<file path="src/rtl/mem_arb_pkg.sv">
// Shared types and constants for the two-port unified-memory arbiter.
package mem_arb_pkg;

    typedef enum logic [1:0] {
        IDLE   = 2'd0,
        ACCESS = 2'd1,
        RESP   = 2'd2
    } state_e;

    localparam logic PORT_CORE = 1'b0;
    localparam logic PORT_LOAD = 1'b1;

    localparam int DEF_ADDR_W = 32;
    localparam int DEF_DATA_W = 32;

endpackage

</file>
<file path="src/rtl/arb_pick.sv">
// Combinational 2-way picker. A tie goes to the port that was not served last.
// With MEM_ARB_RR_EN undefined the top ties `last` to PORT_LOAD, which makes port 0 always win.
module arb_pick
    import mem_arb_pkg::*;
(
    input  logic [1:0] req,
    input  logic       last,
    output logic [1:0] gnt,
    output logic       win
);

    always_comb begin
        win = PORT_CORE;
        if (req[0] && req[1]) begin
            win = ~last;
        end else if (req[1]) begin
            win = PORT_LOAD;
        end
        gnt = 2'b00;
        if (|req) begin
            gnt[win] = 1'b1;
        end
    end

endmodule

</file>
<file path="src/rtl/mem_arbiter.sv">
// Shares one unified memory between the core (port 0) and a loader (port 1): accept, one access cycle, respond.
// Define MEM_ARB_RR_EN for round-robin tie-breaking; otherwise fixed priority to port 0.
module mem_arbiter
    import mem_arb_pkg::*;
#(
    parameter int ADDR_W = DEF_ADDR_W,
    parameter int DATA_W = DEF_DATA_W
) (
    input  logic              clk,
    input  logic              reset,
    input  logic              req0,
    input  logic              req1,
    input  logic              we0,
    input  logic              we1,
    input  logic [ADDR_W-1:0] addr0,
    input  logic [ADDR_W-1:0] addr1,
    input  logic [DATA_W-1:0] wdata0,
    input  logic [DATA_W-1:0] wdata1,
    output logic              gnt0,
    output logic              gnt1,
    output logic              rvalid0,
    output logic              rvalid1,
    output logic [DATA_W-1:0] rdata0,
    output logic [DATA_W-1:0] rdata1,
    output logic [ADDR_W-1:0] mem_a,
    output logic [DATA_W-1:0] mem_wd,
    output logic              mem_we,
    input  logic [DATA_W-1:0] mem_rd
);

    state_e            state_q, state_d;
    logic [ADDR_W-1:0] addr_q, addr_d;
    logic [DATA_W-1:0] wdata_q, wdata_d;
    logic [DATA_W-1:0] rdata_q, rdata_d;
    logic              we_q, we_d;
    logic              win_q, win_d;

    logic [1:0] pick_gnt;
    logic       pick_win;
    logic       pick_last;
    logic       accept;

`ifdef MEM_ARB_RR_EN
    // rr_ptr_q names the port preferred on the next tie
    logic rr_ptr_q, rr_ptr_d;

    always_comb begin
        rr_ptr_d = rr_ptr_q;
        if (accept) begin
            rr_ptr_d = ~pick_win;
        end
    end

    always_ff @(posedge clk) begin
        if (reset) begin
            rr_ptr_q <= PORT_CORE;
        end else begin
            rr_ptr_q <= rr_ptr_d;
        end
    end

    assign pick_last = ~rr_ptr_q;
`else
    assign pick_last = PORT_LOAD;
`endif

    arb_pick u_pick (
        .req  ({req1, req0}),
        .last (pick_last),
        .gnt  (pick_gnt),
        .win  (pick_win)
    );

    assign accept = (state_q != ACCESS) && (req0 || req1);

    always_ff @(posedge clk) begin
        if (reset) begin
            state_q <= IDLE;
            addr_q  <= '0;
            wdata_q <= '0;
            rdata_q <= '0;
            we_q    <= 1'b0;
            win_q   <= PORT_CORE;
        end else begin
            state_q <= state_d;
            addr_q  <= addr_d;
            wdata_q <= wdata_d;
            rdata_q <= rdata_d;
            we_q    <= we_d;
            win_q   <= win_d;
        end
    end

    always_comb begin
        state_d = state_q;
        case (state_q)
            IDLE, RESP: state_d = accept ? ACCESS : IDLE;
            ACCESS:     state_d = RESP;
            default:    state_d = IDLE;
        endcase
    end

    always_comb begin
        addr_d  = addr_q;
        wdata_d = wdata_q;
        we_d    = we_q;
        win_d   = win_q;
        rdata_d = rdata_q;
        if (accept) begin
            win_d   = pick_win;
            addr_d  = (pick_win == PORT_LOAD) ? addr1  : addr0;
            wdata_d = (pick_win == PORT_LOAD) ? wdata1 : wdata0;
            we_d    = (pick_win == PORT_LOAD) ? we1    : we0;
        end
        if (state_q == ACCESS) begin
            rdata_d = mem_rd;
        end
    end

    // Handshake strobes are squashed while reset is high, even mid-access
    always_comb begin
        gnt0    = accept && pick_gnt[0] && !reset;
        gnt1    = accept && pick_gnt[1] && !reset;
        mem_we  = (state_q == ACCESS) && we_q && !reset;
        rvalid0 = (state_q == RESP) && (win_q == PORT_CORE) && !reset;
        rvalid1 = (state_q == RESP) && (win_q == PORT_LOAD) && !reset;
        mem_a   = addr_q;
        mem_wd  = wdata_q;
        rdata0  = rdata_q;
        rdata1  = rdata_q;
    end

endmodule

</file>
<file path="config.mk">
export PLATFORM = sky130hd
export DESIGN_NAME = mem_arbiter
export DESIGN_NICKNAME = d
export VERILOG_FILES = /design/src/rtl/mem_arb_pkg.sv /design/src/rtl/arb_pick.sv /design/src/rtl/mem_arbiter.sv
export SDC_FILE = /design/constraint.sdc
export NUM_CORES = 1
export LEC_CHECK = 0
export CORE_MARGIN = 4
export CORE_UTILIZATION = 25
export CTS_CLUSTER_SIZE = 8
export DETAILED_ROUTE_END_ITERATION = 16
export PLACE_DENSITY = 0.57
export SYNTH_ARGS = -nofsm -noshare
export SYNTH_HDL_FRONTEND = slang
export SYNTH_SLANG_ARGS = --single-unit
</file>
<file path="constraint.sdc">
create_clock -name clk -period 1.6 [get_ports clk]
set_input_delay 0.16 -clock clk [delete_from_list [all_inputs] [get_ports clk]]
set_output_delay 0.16 -clock clk [all_outputs]
set_load 0.02 [all_outputs]
</file>
==> results of run 1 <==
-- flip-flops by register name, summed over array words and instances (netlist names) --
register,cells
mem_a,32
we_q,1
mem_wd,32
rdata0,32
state_q,2
win_q,1
-- final cells by class --
cell class / instances / share of cell area
clock buffers: 13 / 0.0346
repair buffers: 317 / 0.410
well taps: 225 / 0.0361
clock inverters: 3 / 0.00257
multi-input cells: 309 / 0.261
flip-flops and latches: 100 / 0.257
-- through the flow --
step | TNS [ps] | utilization
after floorplan | 0 | -
after global placement | -2070 | 0.430
after CTS | 0 | 0.447
final | 0 | 0.446
after global routing | 0 | 0.446
after detailed placement | -3790 | 0.430
-- cells in the mapped netlist, types with 3 or more instances --
master / count
buf_6: 4
nand2_1: 131
buf_2: 19
clkbuf_1: 26
a21oi_1: 65
a311oi_2: 39
a311oi_1: 26
dfxtp_1: 100
nand2b_1: 3
buf_4: 34
and2_1: 4
a22o_1: 32
nor2_1: 3
-- final timing paths --
check                to  slack [ps]  cells past startpoint        from
min reg2reg       win_q         490                      2       win_q
max reg2reg   mem_wd[1]         140                      4  state_q[1]
max          rdata0[25]          90                      1  rdata0[25]
min          state_q[0]         160                      3       reset
-- power by group --
| part | total (mW) | switching [mW] | leakage (nW) | internal, mW |
|---|---|---|---|---|
| Sequential | 2.84 | 0.132 | 0.827 | 2.71 |
| Combinational | 2.07 | 0.978 | 1.92 | 1.10 |
| Clock | 2.12 | 0.943 | 0.138 | 1.18 |
| Total | 7.04 | 2.05 | 2.89 | 4.99 |
-- logic make-up (layout without fill, tap and decap cells) --
logic type             after synthesis  after routing  share of synthesized area
buffers and inverters               83            333                      0.109
and+or+nand+nor                    146            146                      0.129
AOI/OAI and AO/OA                  163            163                      0.317
DFF                                100            100                      0.444
-- metal layers --
layer / up-vias / share of wire
li1: 2228 / -
met1: 2180 / 0.38
met2: 210 / 0.50
met3: 30 / 0.092
met4: 0 / 0.026
met5: - / 0
-- layout by cell type (no fill, tap or decap), drive strengths merged --
master	count
nor2b	1
clkinv	1
clkbuf	15
or2	1
a22o	32
a311oi	65
clkdlybuf4s50	292
a21oi	65
and2b	1
dfxtp	100
and3	1
clkinvlp	2
buf	22
clkdlybuf4s15	1
and2	5
o2bb2ai	1
nor2	3
nand2	131
nand2b	3
-- timing repair --
action / 4_1_cts / 5_1_grt
hold buffers: 0 / 0
endpoints found under the setup margin: 5 / 4
gates resized for setup: 6 / 5
==> flow_metrics.tcl, run 1 <==
set metrics [dict create \
    outcome "finished, final reports clean" \
    synth_top_area_share 0.444 \
    placed_cell_area_um2 7510 \
    via_count 4648 \
    overflow 0 \
    crit_path_start_kind "flop" \
    fin_crit_sh 0.943 \
    dieHeight_um 142 \
    yosys-top-cells-area "dfxtp_1 44%, a311oi_2 13%, nand2_1 11%" \
    cts_buffer_depth 2 \
    layout.area.seq_um2 2000 \
    route.detailed.wl_per_inst_um 17.4 \
    placement.io_buffers 298 \
    hold_class "in -> reg" \
    root_buffer "clkbuf_16" \
    clk_latency_ps 340 \
    crit_slowest_cell "clkdlybuf4s50_1" \
    peakVddDrop_uv 489 \
    met3_usage 0.0608 \
    hold_violations 0 \
    grt_pass1_vias 4750 \
    wl_um 16900 \
    fp.coreArea_um2 17500 \
    yosysSeqAreaShare 0.444 \
    slew_viol_final 0 \
    drv_cap 0 \
    grt_antenna_before_repair 0 \
    ant_nets 0 \
    cts_sinks 100 \
    grt_max_degree 67 \
    use_met2 0.278 \
    fillCellCount 1686 \
    dieArea_um2 20200 \
    drive_above_1_share 0.116 \
    io_pins 299 \
    grt_pass1_wl_um 26000 \
    synth_area_per_cell_um2 9.16 \
    cts_tree "yes" \
    area_growth_pct 73.2 \
    crit_type "reg -> out" \
    ys_ff_latch 100 \
    viasPerCell 4.81 \
    num_rows 48 \
    use_met1 0.179 \
    grt_usage 0.160 \
    start_util 0.258 \
    route.detailed.drc 0 \
    postCtsSetupRepairBufs 0 \
    p_leak_nw 2.89 \
    post-route-cell-area_um2 7800 \
    cp_cell_sequence "clkdlybuf4s50_1" \
    dr.pass1.iters 4 \
    fin_ws_ps 91.6 \
    cts.clk_slew.worst_paths_ps 70 \
    yosysWarningCount 0 \
    max_freq_mhz 663 \
    yosysTopAreaCell "dfxtp_1" \
    rsz0062_at_grt "no" \
    slew_headroom 0.346 \
    dp_cells 951 \
    finalClockSkew_ps 5.31 \
    hpwl_um 12600 \
    crit_family "buffers and inverters" \
    finalPower_mw 7.04 \
    max_stage_delay_ps 630 \
    die_w_um 142 \
    nets 903 \
    n_antenna_cell 0 \
    setup_violations 0 \
    synth-edff-count 0 \
    cp.required_ps 1440 \
    path_buf_inv 1 \
    fin_cells 967 \
    synth_cell_types 19 \
    synth_ff_type "dfxtp_1" \
    cts_buffers 9 \
    multi_input_area_um2 2030 \
    place.gp.congestion 0.761 \
    crit_path_max_fanout 3 \
    drt_iter0_drc 222 \
    top_usage_layer "met2" \
    power_per_cell_area_nw_per_um2 903 \
    htreeDepth 3 \
    worstMarginPinSlew_ps 980 \
    ys_async_sr_fraction 0 \
    syn_inst 492 \
    post-place-ws_ps -116 \
    hold_ws_ps 164 \
    crit_arrival_ps 1350 \
    synth_fp_nets 658 \
    fin_crit_ps 1510 \
    cp-end-kind "primary output" \
    syn_area_um2 4500 \
]
No activity file was read; power rests on OpenSTA's default activity.
==> inputs of run 2 (changes only) <==
- CORE_MARGIN: 4 -> 5
- clock period: 1.6 -> 1.55 ns (I/O delays scaled with it)
==> flow_metrics.tcl, run 2 (synthesized netlist as in run 1, its figures left out) <==
set metrics [dict create \
    outcome "finished, final reports clean" \
    wl_um 17100 \
    cts_tree "yes" \
    crit_path_start_kind "flop" \
    rrSetupSlack_ps 140 \
    place.gp.congestion 0.820 \
    power_per_cell_area_nw_per_um2 936 \
    crit_slowest_cell "dfxtp_1" \
    peakVddDrop_uv 432 \
    hold_violations 0 \
    clk_latency_ps 340 \
    cp.required_ps 1390 \
    viasPerCell 4.79 \
    dieHeight_um 144 \
    crit_family "flip-flops" \
    r2r_start "state_q[1]" \
    route.detailed.wl_per_inst_um 17.5 \
    route.detailed.drc 0 \
    drv_cap 0 \
    grt_antenna_before_repair 0 \
    fin_crit_sh 0.966 \
    placed_cell_area_um2 7550 \
    post-route-cell-area_um2 7860 \
    area_growth_pct 74.5 \
    num_rows 49 \
    die_w_um 144 \
    layout_common_cells "287 x clkdlybuf4s50_1, 131 x nand2_1, 100 x dfxtp_1, 65 x a21oi_1, 39 x a311oi_2" \
    fin_ws_ps 52.7 \
    cts_sinks 100 \
    max_stage_delay_ps 340 \
    placement.io_buffers 298 \
    nets 906 \
    n_antenna_cell 0 \
    htreeDepth 3 \
    fillCellCount 1687 \
    fin_util 0.441 \
    hpwl_um 12600 \
    post-place-ws_ps -248 \
    crit_type "reg -> out" \
    drive_above_1_share 0.117 \
    crit_path_start "state_q[0]" \
    grt_max_degree 57 \
    cp_cell_sequence "nor2_1, nand2_1, nor2_1, clkdlybuf4s15_1" \
    path_common_cell "nor2_1" \
    cp-end-kind "primary output" \
    setup_violations 0 \
    p_leak_nw 3.00 \
    root_buffer "clkbuf_16" \
    grt_usage 0.154 \
    cts_buffer_depth 2 \
    via_count 4661 \
    overflow 0 \
    max_freq_mhz 668 \
    fp.coreArea_um2 17800 \
    finalClockSkew_ps 8.86 \
    grt_pass1_vias 4802 \
    grt_pass1_wl_um 25600 \
    dr.pass1.iters 4 \
    fin_crit_ps 1500 \
    path_buf_inv 1 \
    drt_iter0_drc 161 \
    min-delay-start "reset" \
    start_util 0.252 \
    crit_arrival_ps 1340 \
    slew_viol_final 0 \
    slew_headroom 0.416 \
    cts_buffers 9 \
    final_common_cell "clkdlybuf4s50_1" \
    worstMarginPinSlew_ps 877 \
    cts.clk_slew.worst_paths_ps 70 \
    dieArea_um2 20800 \
    crit_path_max_fanout 3 \
    hold_class "in -> reg" \
    io_pins 299 \
    ant_nets 0 \
]
[run 2: cell count changes in the layout (fill, tap and decap cells not counted), sizes merged]
cell,change
dlymetal6s2s,+5
bufinv,+1
clkinvlp,-2
buf,+3
clkinv,+3
clkdlybuf4s50,-5
clkbuf,-4
inv,+1
clkdlybuf4s15,+1
[run 2: metrics by stage]
step | total power [mW] | hold WS [ps] | instances | TNS (ps)
4_1_cts | 7.46 | 139 | 974 | -89.3
3_5_place_dp | 5.17 | 497 | 958 | -12440
6_report | 7.36 | 172 | 974 | 0
3_3_place_gp | 5.15 | 477 | 958 | -11170
2_1_floorplan | 4.04 | 280 | 492 | 0
5_1_grt | 7.72 | 175 | 974 | -5.80
[run 2: final cells by class]
cell class / count / area (um^2) / area share
timing repair buffer: 320 / 3250 / 0.413
multi-input combinational: 309 / 2030 / 0.258
sequential: 100 / 2000 / 0.255
tap: 229 / 287 / 0.0365
clock buffer: 10 / 229 / 0.0291
clock inverter: 6 / 62.6 / 0.00796
[run 2: worst reg2reg max path: cells and delay by family, from the launching register on]
family,cells,cell delay (ps)
AO/OA/AOI/OAI,2,390
buffers and inverters,2,400
flip-flops,1,350
AND/OR/NAND/NOR,1,160
[run 2: path summary, 6_finish.rpt]
path,end,depth (start not counted)
setup / recovery,rvalid0,4
hold / removal,state_q[0],3
setup reg to reg,mem_wd[25],5
hold reg to reg,rdata0[7],1
[run 2: timing repair]
action | in CTS | in global routing
buffers inserted | 0 | 0
pin swaps | 0 | 0
setup endpoints to repair | 5 | 40
resized for setup | 12 | 14
hold buffers | 0 | 0
[run 2: metal layers]
| metal | wire (um) | part of all wire | track usage | vias up |
|---|---|---|---|---|
| li1 | - | - | - | 2236 |
| met1 | 6750 | 0.40 | 0.180 | 2213 |
| met3 | 1360 | 0.080 | 0.0417 | 25 |
| met4 | 376 | 0.022 | 0.0584 | 0 |
| met2 | 8560 | 0.50 | 0.268 | 187 |
| met5 | 0 | 0 | 0 | - |
[run 2: power by group]
group / switching [mW] / leakage (nW) / internal [mW] / total, mW
clock: 0.999 / 0.147 / 1.25 / 2.25
sequential: 0.137 / 0.827 / 2.80 / 2.94
combinational: 1.02 / 2.03 / 1.15 / 2.17
total: 2.15 / 3.00 / 5.20 / 7.36
==> inputs of run 3 (changes only) <==
- SLEW_MARGIN: not set -> 20
==> results of run 3 <==
Same layout as run 2: the final DEF is identical, and so are final timing and power.
